**src/rtl/key_iv_slot_loader_if.sv**
```systemverilog
// Load/read bus for the key/IV slot store.
// The master modport drives loads and reads; the slave modport returns key material and status.
interface key_iv_slot_loader_if #(
  parameter int unsigned KEY_W  = 147,
  parameter int unsigned IV_W   = 32,
  parameter int unsigned IN_W   = 32,
  parameter int unsigned SLOT_W = 2
);
  logic              zeroize;
  logic              load_valid;
  logic              load_ready;
  logic [IN_W-1:0]   load_data;
  logic [SLOT_W-1:0] load_slot;
  logic              load_abort;
  logic              load_done;
  logic              load_err;
  logic              busy;
  logic              rd_en;
  logic [SLOT_W-1:0] rd_slot;
  logic [KEY_W-1:0]  key_o;
  logic [IV_W-1:0]   iv_o;
  logic              out_valid;
  logic              rd_default;

  modport master (
    output zeroize, load_valid, load_data, load_slot, load_abort, rd_en, rd_slot,
    input  load_ready, load_done, load_err, busy, key_o, iv_o, out_valid, rd_default
  );

  modport slave (
    input  zeroize, load_valid, load_data, load_slot, load_abort, rd_en, rd_slot,
    output load_ready, load_done, load_err, busy, key_o, iv_o, out_valid, rd_default
  );
endinterface

```
**src/rtl/key_iv_slot_loader.sv**
```systemverilog
// Key/IV slot store: streams {key,iv} frames into slots and serves a registered read port.
// Slots that were never written return the built-in default key/IV.
module key_iv_slot_loader #(
  parameter int unsigned      KEY_W       = 147,
  parameter int unsigned      IV_W        = 32,
  parameter int unsigned      IN_W        = 32,
  parameter int unsigned      NUM_SLOTS   = 4,
  parameter logic [KEY_W-1:0] DEFAULT_KEY = KEY_W'(147'h5_0123456789ABCDEF_FEDCBA9876543210_0F1E),
  parameter logic [IV_W-1:0]  DEFAULT_IV  = IV_W'(32'hC33C_B332)
) (
  input logic                 clk,
  input logic                 reset,
  key_iv_slot_loader_if.slave bus
);
  localparam int unsigned FRAME_W = KEY_W + IV_W;
  localparam int unsigned WORDS   = (FRAME_W + IN_W - 1) / IN_W;
  localparam int unsigned SLOT_W  = (NUM_SLOTS > 1) ? $clog2(NUM_SLOTS) : 1;
  localparam int unsigned CNT_W   = $clog2(WORDS);

  typedef enum logic [1:0] {
    ST_IDLE   = 2'd0,
    ST_LOAD   = 2'd1,
    ST_COMMIT = 2'd2
  } state_t;

  state_t             r_state;
  logic [CNT_W-1:0]   r_cnt;
  logic [SLOT_W-1:0]  r_slot;
  logic [FRAME_W-1:0] r_sr;
  logic [KEY_W-1:0]   r_key [NUM_SLOTS];
  logic [IV_W-1:0]    r_iv  [NUM_SLOTS];
  logic [NUM_SLOTS-1:0] r_vld;
  logic               r_load_done;
  logic               r_load_err;
  logic [KEY_W-1:0]   r_key_o;
  logic [IV_W-1:0]    r_iv_o;
  logic               r_out_valid;
  logic               r_rd_default;

  logic               w_accept;
  logic               w_slot_ok;
  logic [FRAME_W-1:0] w_sr_next;
  logic               w_rd_hit;
  logic [KEY_W-1:0]   w_rd_key;
  logic [IV_W-1:0]    w_rd_iv;

  assign bus.load_ready = (r_state != ST_COMMIT);
  assign bus.busy       = (r_state != ST_IDLE);
  assign bus.load_done  = r_load_done;
  assign bus.load_err   = r_load_err;
  assign bus.key_o      = r_key_o;
  assign bus.iv_o       = r_iv_o;
  assign bus.out_valid  = r_out_valid;
  assign bus.rd_default = r_rd_default;

  assign w_accept  = bus.load_valid & bus.load_ready;
  assign w_slot_ok = (32'(r_slot) < NUM_SLOTS);
  // Pad bits of beat 0 fall off the top of the shift register.
  assign w_sr_next = FRAME_W'({r_sr, bus.load_data});

  // Read lookup; out-of-range or unwritten slots miss and fall back to defaults.
  always_comb begin
    w_rd_hit = 1'b0;
    w_rd_key = '0;
    w_rd_iv  = '0;
    for (int i = 0; i < NUM_SLOTS; i++) begin
      if (SLOT_W'(i) == bus.rd_slot && r_vld[i]) begin
        w_rd_hit = 1'b1;
        w_rd_key = r_key[i];
        w_rd_iv  = r_iv[i];
      end
    end
  end

  always_ff @(posedge clk) begin
    if (reset || bus.zeroize) begin
      r_state      <= ST_IDLE;
      r_cnt        <= '0;
      r_slot       <= '0;
      r_sr         <= '0;
      r_vld        <= '0;
      r_load_done  <= 1'b0;
      r_load_err   <= 1'b0;
      r_key_o      <= '0;
      r_iv_o       <= '0;
      r_out_valid  <= 1'b0;
      r_rd_default <= 1'b0;
      for (int i = 0; i < NUM_SLOTS; i++) begin
        r_key[i] <= '0;
        r_iv[i]  <= '0;
      end
    end else begin
      r_load_done <= 1'b0;
      r_load_err  <= 1'b0;

      case (r_state)
        ST_IDLE: begin
          if (w_accept) begin
            r_slot  <= bus.load_slot;
            r_cnt   <= CNT_W'(1);
            r_sr    <= w_sr_next;
            r_state <= ST_LOAD;
          end
        end
        ST_LOAD: begin
          // Abort beats a same-cycle beat.
          if (bus.load_abort) begin
            r_cnt   <= '0;
            r_state <= ST_IDLE;
          end else if (w_accept) begin
            r_sr <= w_sr_next;
            if (r_cnt == CNT_W'(WORDS - 1)) begin
              r_cnt       <= '0;
              r_state     <= ST_COMMIT;
              r_load_done <= w_slot_ok;
              r_load_err  <= ~w_slot_ok;
            end else begin
              r_cnt <= r_cnt + CNT_W'(1);
            end
          end
        end
        ST_COMMIT: begin
          for (int i = 0; i < NUM_SLOTS; i++) begin
            if (w_slot_ok && SLOT_W'(i) == r_slot) begin
              r_key[i] <= r_sr[FRAME_W-1:IV_W];
              r_iv[i]  <= r_sr[IV_W-1:0];
              r_vld[i] <= 1'b1;
            end
          end
          r_state <= ST_IDLE;
        end
        default: r_state <= ST_IDLE;
      endcase

      // Read port samples slot contents before any same-edge commit.
      if (bus.rd_en) begin
        r_out_valid  <= 1'b1;
        r_rd_default <= ~w_rd_hit;
        r_key_o      <= w_rd_hit ? w_rd_key : DEFAULT_KEY;
        r_iv_o       <= w_rd_hit ? w_rd_iv  : DEFAULT_IV;
      end
    end
  end
endmodule

```
**src/flat_wrapper.sv**
```systemverilog
// flat-port wrapper written by rule: the top's interface ports become plain ports
module key_iv_slot_loader_flat 
#(
  parameter int unsigned      KEY_W       = 147,
  parameter int unsigned      IV_W        = 32,
  parameter int unsigned      IN_W        = 32,
  parameter int unsigned      NUM_SLOTS   = 4,
  parameter logic [KEY_W-1:0] DEFAULT_KEY = KEY_W'(147'h5_0123456789ABCDEF_FEDCBA9876543210_0F1E),
  parameter logic [IV_W-1:0]  DEFAULT_IV  = IV_W'(32'hC33C_B332)
)
  (clk, reset, bus_zeroize, bus_load_valid, bus_load_data, bus_load_slot, bus_load_abort, bus_rd_en, bus_rd_slot, bus_load_ready, bus_load_done, bus_load_err, bus_busy, bus_key_o, bus_iv_o, bus_out_valid, bus_rd_default);
  key_iv_slot_loader_if #(.KEY_W(KEY_W), .IV_W(IV_W), .IN_W(IN_W), .SLOT_W((2))) bus_i ();
  input logic clk;
  input logic reset;
  input wire logic [$bits(bus_i.zeroize)-1:0] bus_zeroize;
  input wire logic [$bits(bus_i.load_valid)-1:0] bus_load_valid;
  input wire logic [$bits(bus_i.load_data)-1:0] bus_load_data;
  input wire logic [$bits(bus_i.load_slot)-1:0] bus_load_slot;
  input wire logic [$bits(bus_i.load_abort)-1:0] bus_load_abort;
  input wire logic [$bits(bus_i.rd_en)-1:0] bus_rd_en;
  input wire logic [$bits(bus_i.rd_slot)-1:0] bus_rd_slot;
  output wire logic [$bits(bus_i.load_ready)-1:0] bus_load_ready;
  output wire logic [$bits(bus_i.load_done)-1:0] bus_load_done;
  output wire logic [$bits(bus_i.load_err)-1:0] bus_load_err;
  output wire logic [$bits(bus_i.busy)-1:0] bus_busy;
  output wire logic [$bits(bus_i.key_o)-1:0] bus_key_o;
  output wire logic [$bits(bus_i.iv_o)-1:0] bus_iv_o;
  output wire logic [$bits(bus_i.out_valid)-1:0] bus_out_valid;
  output wire logic [$bits(bus_i.rd_default)-1:0] bus_rd_default;
  assign bus_i.zeroize = bus_zeroize;
  assign bus_i.load_valid = bus_load_valid;
  assign bus_i.load_data = bus_load_data;
  assign bus_i.load_slot = bus_load_slot;
  assign bus_i.load_abort = bus_load_abort;
  assign bus_i.rd_en = bus_rd_en;
  assign bus_i.rd_slot = bus_rd_slot;
  assign bus_load_ready = bus_i.load_ready;
  assign bus_load_done = bus_i.load_done;
  assign bus_load_err = bus_i.load_err;
  assign bus_busy = bus_i.busy;
  assign bus_key_o = bus_i.key_o;
  assign bus_iv_o = bus_i.iv_o;
  assign bus_out_valid = bus_i.out_valid;
  assign bus_rd_default = bus_i.rd_default;
  key_iv_slot_loader #(.KEY_W(KEY_W), .IV_W(IV_W), .IN_W(IN_W), .NUM_SLOTS(NUM_SLOTS), .DEFAULT_KEY(DEFAULT_KEY), .DEFAULT_IV(DEFAULT_IV)) u_core (.clk(clk), .reset(reset), .bus(bus_i));
endmodule
```
**config.mk**
```make
export PLATFORM = sky130hd
export DESIGN_NAME = key_iv_slot_loader_flat
export DESIGN_NICKNAME = d
export VERILOG_FILES = /design/src/rtl/key_iv_slot_loader_if.sv /design/src/rtl/key_iv_slot_loader.sv /design/src/flat_wrapper.sv
export SDC_FILE = /design/constraint.sdc
export NUM_CORES = 2
export LEC_CHECK = 0
export CAP_MARGIN = 10
export CELL_PAD_IN_SITES_DETAIL_PLACEMENT = 1
export CELL_PAD_IN_SITES_GLOBAL_PLACEMENT = 2
export CORE_ASPECT_RATIO = 0.8
export CORE_MARGIN = 2
export CORE_UTILIZATION = 44
export CTS_CLUSTER_DIAMETER = 50
export DETAILED_ROUTE_END_ITERATION = 8
export PLACE_DENSITY = 0.95
export SLEW_MARGIN = 20
export SYNTH_ARGS = -nofsm -noshare
export SYNTH_HDL_FRONTEND = slang
export SYNTH_SLANG_ARGS = --single-unit
export TNS_END_PERCENT = 5
```
**constraint.sdc**
```tcl
create_clock -name clk -period 29.3 [get_ports clk]
set_input_delay 2.93 -clock clk [delete_from_list [all_inputs] [get_ports clk]]
set_output_delay 2.93 -clock clk [all_outputs]
set_load 0.05 [all_outputs]
```
==> report_table.html <==
<table>
<tr><th>Metric</th><th>Value</th></tr>
<tr><th colspan="2">Outcome</th></tr>
<tr><td>Result of the run</td><td>finished, final reports clean</td></tr>
<tr><th colspan="2">STA</th></tr>
<tr><td>Number of max-slew violations in the final report</td><td>0</td></tr>
<tr><td>Number of failing hold endpoints at the final stage</td><td>0</td></tr>
<tr><td>Final period utilization</td><td>between 20 and 25%</td></tr>
<tr><td>Maximum clock skew at final layout</td><td>approximately 33 ps</td></tr>
<tr><td>Max Clock Freq</td><td>167 MHz</td></tr>
<tr><td>Final Critical Period</td><td>~6000 ps</td></tr>
<tr><td>Slew at the pin closest to its max-slew limit</td><td>around 1200 ps</td></tr>
<tr><td>Total negative slack for setup checks</td><td>0 ps</td></tr>
<tr><td>Setup repair after global routing missed its margin</td><td>no</td></tr>
<tr><td>Relative slew margins</td><td>about a fifth</td></tr>
<tr><td>Final number of setup-violating endpoints</td><td>0</td></tr>
<tr><th colspan="2">Detailed routing</th></tr>
<tr><td>Count of unresolved DRC violations after routing</td><td>0</td></tr>
<tr><td>Number of routed nets with antenna violations</td><td>0</td></tr>
<tr><td>Wire length after detailed routing</td><td>145000 um</td></tr>
<tr><td>Per-cell routed wire length</td><td>roughly 28 um</td></tr>
<tr><td>First drt pass iteration count</td><td>6</td></tr>
<tr><td>Detailed router's first-iteration violation count</td><td>between 3k and 4k</td></tr>
<tr><td>Vias per cell</td><td>between 6 and 7</td></tr>
<tr><td>Via total after detailed routing</td><td>about 31k</td></tr>
<tr><th colspan="2">Power and ir drop</th></tr>
<tr><td>Sequential group share of total power</td><td>between 50% and 60%</td></tr>
<tr><td>Static leakage</td><td>~18 nW</td></tr>
<tr><td>Fraction of power consumed by combinational cells</td><td>3.8%</td></tr>
<tr><td>Pint</td><td>between 2 and 3 mW</td></tr>
<tr><td>Switching power as a share of total power</td><td>22.6%</td></tr>
<tr><td>Peak VDD IR</td><td>0.0505 mV</td></tr>
<tr><td>Power share of the clock group</td><td>between 40% and 50%</td></tr>
<tr><td>Net switching power of the design</td><td>~760 uW</td></tr>
<tr><td>Power Density</td><td>between 60 and 70 mW/mm2</td></tr>
<tr><th colspan="2">Clock tree</th></tr>
<tr><td>Clk buf depth</td><td>3</td></tr>
<tr><td>Master cell of the clock root buffer</td><td>sky130_fd_sc_hd__clkbuf_16</td></tr>
<tr><td>Clock slew at reported path FFs</td><td>around 60 ps</td></tr>
<tr><td>Clock latency at the later pin of the worst-skew pair</td><td>around 700 ps</td></tr>
<tr><td>Number of gates given a new drive strength after cts</td><td>0</td></tr>
<tr><td>H-tree depth</td><td>3</td></tr>
<tr><td>Cts hold-fix bufs</td><td>0</td></tr>
<tr><td>Postcts setup bufs</td><td>0</td></tr>
<tr><td>Clock tree from TritonCTS</td><td>built</td></tr>
<tr><td>Number of clock buffers inserted by TritonCTS</td><td>116</td></tr>
<tr><td>Clock Sinks</td><td>1088</td></tr>
<tr><th colspan="2">Yosys</th></tr>
<tr><td>Average cell area after synthesis</td><td>around 12 um2</td></tr>
<tr><td>Top FF cell, synth</td><td>sky130_fd_sc_hd__edfxtp_1</td></tr>
<tr><td>Unique cell type count in the Yosys netlist</td><td>43</td></tr>
<tr><td>Area fraction of the dominant cell type after synthesis</td><td>roughly half</td></tr>
<tr><td>Netlist area before placement</td><td>about 0.043 mm2</td></tr>
<tr><td>Net count after synthesis</td><td>roughly 3.8k</td></tr>
<tr><td>FFs w/ async S/R, synth</td><td>0%</td></tr>
<tr><td>Cell accounting for the most synthesized area</td><td>sky130_fd_sc_hd__edfxtp_1</td></tr>
<tr><td>Post-synth EDFFs</td><td>716</td></tr>
<tr><td>Cells after synthesis</td><td>about 3.7k</td></tr>
<tr><td>Total of warnings raised by yosys</td><td>0</td></tr>
<tr><td>Part of the Yosys area used for sequential elements</td><td>66.6%</td></tr>
<tr><td>Flops &amp; latches, synth</td><td>approximately 1.1k</td></tr>
<tr><td>Top post-synthesis cells by area</td><td>sky130_fd_sc_hd__edfxtp_1 49%, sky130_fd_sc_hd__dfxtp_1 17%, sky130_fd_sc_hd__and2_1 10%</td></tr>
<tr><th colspan="2">Placed design</th></tr>
<tr><td>Gpl congestion</td><td>approximately 0.8</td></tr>
<tr><td>Placement Cell Area</td><td>roughly 0.047 mm2</td></tr>
<tr><td>Number of input and output port buffers inserted</td><td>225</td></tr>
<tr><td>Final HPWL from detailed placement</td><td>a little over 80000 um</td></tr>
<tr><th colspan="2">Critical path</th></tr>
<tr><td>Largest driver fanout on the critical path</td><td>15</td></tr>
<tr><td>Worst path buffer plus inverter count</td><td>2</td></tr>
<tr><td>Reg-to-reg critical path startpoint</td><td>u_core.r_slot[1]$_SDFFE_PP0P_</td></tr>
<tr><td>WP data required</td><td>approximately 26000 ps</td></tr>
<tr><td>Critical Path End Type</td><td>primary output</td></tr>
<tr><td>Slowest Stage Delay on Critical Path</td><td>1070 ps</td></tr>
<tr><td>Slowest cell on crit path</td><td>sky130_fd_sc_hd__clkdlybuf4s50_1</td></tr>
<tr><td>Cells along the critical path</td><td>buf_4, nand2b_1, clkdlybuf4s50_1</td></tr>
<tr><td>Startpoint-to-endpoint class of the critical path</td><td>register to primary output</td></tr>
<tr><td>Category of cells accounting for the largest share of critical-path delay</td><td>buffers and inverters</td></tr>
<tr><td>Slack of the worst reg-to-reg path</td><td>between 20000 and 30000 ps</td></tr>
<tr><td>Crit path depth</td><td>3</td></tr>
<tr><td>Worst endpoint data arrival time</td><td>3070 ps</td></tr>
<tr><td>RR Endpoint</td><td>u_core.r_iv[0][70]$_SDFFCE_PN0P_</td></tr>
<tr><td>Worst-case reg-to-reg path depth</td><td>4</td></tr>
<tr><td>CP Launch Type</td><td>register</td></tr>
<tr><th colspan="2">Floorplanning</th></tr>
<tr><td>Overall die area</td><td>about 0.10 mm2</td></tr>
<tr><td>DIE HEIGHT</td><td>285 um</td></tr>
<tr><td>Number of top-level pins</td><td>227</td></tr>
<tr><td>Effective utilization at floorplan</td><td>roughly 44%</td></tr>
<tr><td>Number of rows in the core area</td><td>roughly 100</td></tr>
<tr><td>Placeable Area</td><td>around 0.1 mm2</td></tr>
<tr><td>Overall die width</td><td>around 360 um</td></tr>
<tr><th colspan="2">Global route</th></tr>
<tr><td>Wire length of the first global-routing pass</td><td>213000 um</td></tr>
<tr><td>Total overflow reported by the global router</td><td>0</td></tr>
<tr><td>Largest net degree at the start of global routing</td><td>180</td></tr>
<tr><td>GR Util All Layers</td><td>between 20 and 30%</td></tr>
<tr><td>Number of antenna violations at the first check in global routing</td><td>10</td></tr>
<tr><td>Via count of the first global-routing pass</td><td>around 33k</td></tr>
<tr><th colspan="2">Worst hold path</th></tr>
<tr><td>Hold path start</td><td>u_core.bus.key_o[6]$_SDFFE_PP0P_</td></tr>
<tr><td>Number of stages on the worst hold path</td><td>1</td></tr>
<tr><td>Hold-critical path endpoint</td><td>u_core.bus.key_o[6]$_SDFFE_PP0P_</td></tr>
<tr><td>Class of the most critical hold timing path</td><td>register to register</td></tr>
<tr><th colspan="2">Finish</th></tr>
<tr><td>Count of nets after finishing</td><td>approximately 3.8k</td></tr>
<tr><td>End-of-flow core utilization</td><td>51.5%</td></tr>
<tr><td>Layout cell share with drive strength beyond 1</td><td>under 10%</td></tr>
<tr><td>Fin area</td><td>0.0506 mm2</td></tr>
<tr><td>Synthesis-to-finish area growth</td><td>16.4%</td></tr>
<tr><th colspan="2">Flow run</th></tr>
<tr><td>Max-capacitance violation count</td><td>0</td></tr>
</table>
power groups by stage:
| stage | sequential, mW | clock, mW | combinational (mW) |
|---|---|---|---|
| 2_1_floorplan | 1.77 | 0 | 0.0509 |
| 3_3_place_gp | 1.73 | 0 | 0.123 |
| 3_5_place_dp | 1.74 | 0 | 0.125 |
| 4_1_cts | 1.70 | 1.52 | 0.126 |
| 5_1_grt | 1.71 | 1.57 | 0.132 |
| 6_report | 1.70 | 1.51 | 0.126 |
worst max path at each step:
stage / from / to / slack, ps
4_1_cts: u_core.r_state[0]$_SDFFE_PP0P_ / bus_load_ready / 23340
5_1_grt: u_core.r_state[0]$_SDFFE_PP0P_ / bus_load_ready / 23250
3_3_place_gp: bus_zeroize / u_core.r_sr[22]$_SDFFE_PP0P_ / 23100
2_1_floorplan: u_core.r_state[1]$_SDFFE_PP0P_ / u_core.r_iv[0][0]$_SDFFCE_PN0P_ / 14480
6_report: u_core.r_state[0]$_SDFFE_PP0P_ / bus_load_ready / 23300
3_5_place_dp: bus_zeroize / u_core.r_sr[18]$_SDFFE_PP0P_ / 23000
routing by layer:
layer  up-vias  GRT usage (%)  share of wire (%)  wire (um)
met2      1499           44.4                 46      67400
met5         -              0              0.018         26
li1      13477              -                  -          -
met3       288           6.08                9.4      13600
met4         4           11.1                3.7       5360
met1     16122           37.7                 40      58800
layout make-up:
cell class | instances | area [um2]
Clock buffer | 167 | 3400
Tap cell | 1312 | 1640
Antenna cell | 2 | 5.00
Sequential cell | 1088 | 28900
Clock inverter | 52 | 543
Fill cell | 9927 | 47700
Inverter | 3 | 11.3
Multi-Input combinational cell | 2308 | 13400
Timing Repair Buffer | 279 | 2670
cells in the final DEF (no fill, tap or decap), types with 2 or more instances in the layout:
cell type and instances:
sky130_fd_sc_hd__a21o_1 4, sky130_fd_sc_hd__a21oi_1 273, sky130_fd_sc_hd__a221oi_1 89, sky130_fd_sc_hd__a22o_1 89, sky130_fd_sc_hd__a22oi_1 89, sky130_fd_sc_hd__a31oi_1 91
sky130_fd_sc_hd__a32o_1 90, sky130_fd_sc_hd__and2_1 716, sky130_fd_sc_hd__and2_4 3, sky130_fd_sc_hd__and3_4 2, sky130_fd_sc_hd__buf_4 54, sky130_fd_sc_hd__bufinv_16 8
sky130_fd_sc_hd__clkbuf_1 26, sky130_fd_sc_hd__clkbuf_16 121, sky130_fd_sc_hd__clkbuf_8 20, sky130_fd_sc_hd__clkdlybuf4s50_1 223, sky130_fd_sc_hd__clkinv_1 6, sky130_fd_sc_hd__clkinv_2 25
sky130_fd_sc_hd__clkinv_4 3, sky130_fd_sc_hd__clkinv_8 2, sky130_fd_sc_hd__clkinvlp_4 3, sky130_fd_sc_hd__dfxtp_1 372, sky130_fd_sc_hd__diode_2 2, sky130_fd_sc_hd__edfxtp_1 716
sky130_fd_sc_hd__inv_1 3, sky130_fd_sc_hd__inv_6 2, sky130_fd_sc_hd__nand2_1 632, sky130_fd_sc_hd__nand2b_1 4, sky130_fd_sc_hd__nor2_1 7, sky130_fd_sc_hd__nor2_4 2
sky130_fd_sc_hd__nor2b_1 2, sky130_fd_sc_hd__nor2b_4 2, sky130_fd_sc_hd__nor3_4 3, sky130_fd_sc_hd__o21ai_0 183, sky130_fd_sc_hd__o21ai_4 3, sky130_fd_sc_hd__or2_2 2
sequential cells by signal (all words and copies together) (netlist names):
register               cells
u_core.bus.load_done       1
u_core.r_vld               4
u_core.r_state             2
u_core.r_cnt               3
u_core.r_iv              128
u_core.r_key             588
u_core.bus.out_valid       1
u_core.r_sr              179
u_core.bus.rd_default      1
u_core.bus.key_o         147
u_core.r_slot              2
u_core.bus.iv_o           32
stage by stage:
step	setup WS (ps)	hold WS [ps]	instances	total power, mW
after floorplan	14480	451	3718	1.82
after global placement	23100	464	4990	1.86
after detailed placement	23000	468	4990	1.86
after CTS	23340	484	5209	3.35
after global routing	23250	501	5209	3.41
final	23300	480	5211	3.34
logic make-up (layout without fill, tap and decap cells):
family / after synthesis / after routing / share of synthesized area [%]
buffers and inverters: 322 / 501 / 2.99
other: 1 / 3 / 0.00863
AND/OR/NAND/NOR: 1390 / 1390 / 16.4
multiplexers: 2 / 2 / 0.0777
AO/OA/AOI/OAI: 915 / 915 / 13.9
flip-flops: 1088 / 1088 / 66.6
cell usage after synthesis, drive strengths merged (3+ instances only):
cell      n
a21o      4
a21oi   274
a221oi   89
a22o     89
a22oi    89
a31oi    91
a32o     90
and2    719
buf      45
clkbuf  274
dfxtp   372
edfxtp  716
inv       3
nand2   635
nand2b    5
nor2      9
nor2b     4
nor3      4
o21ai   186
or2       3
(Power assumes the default switching activity.)
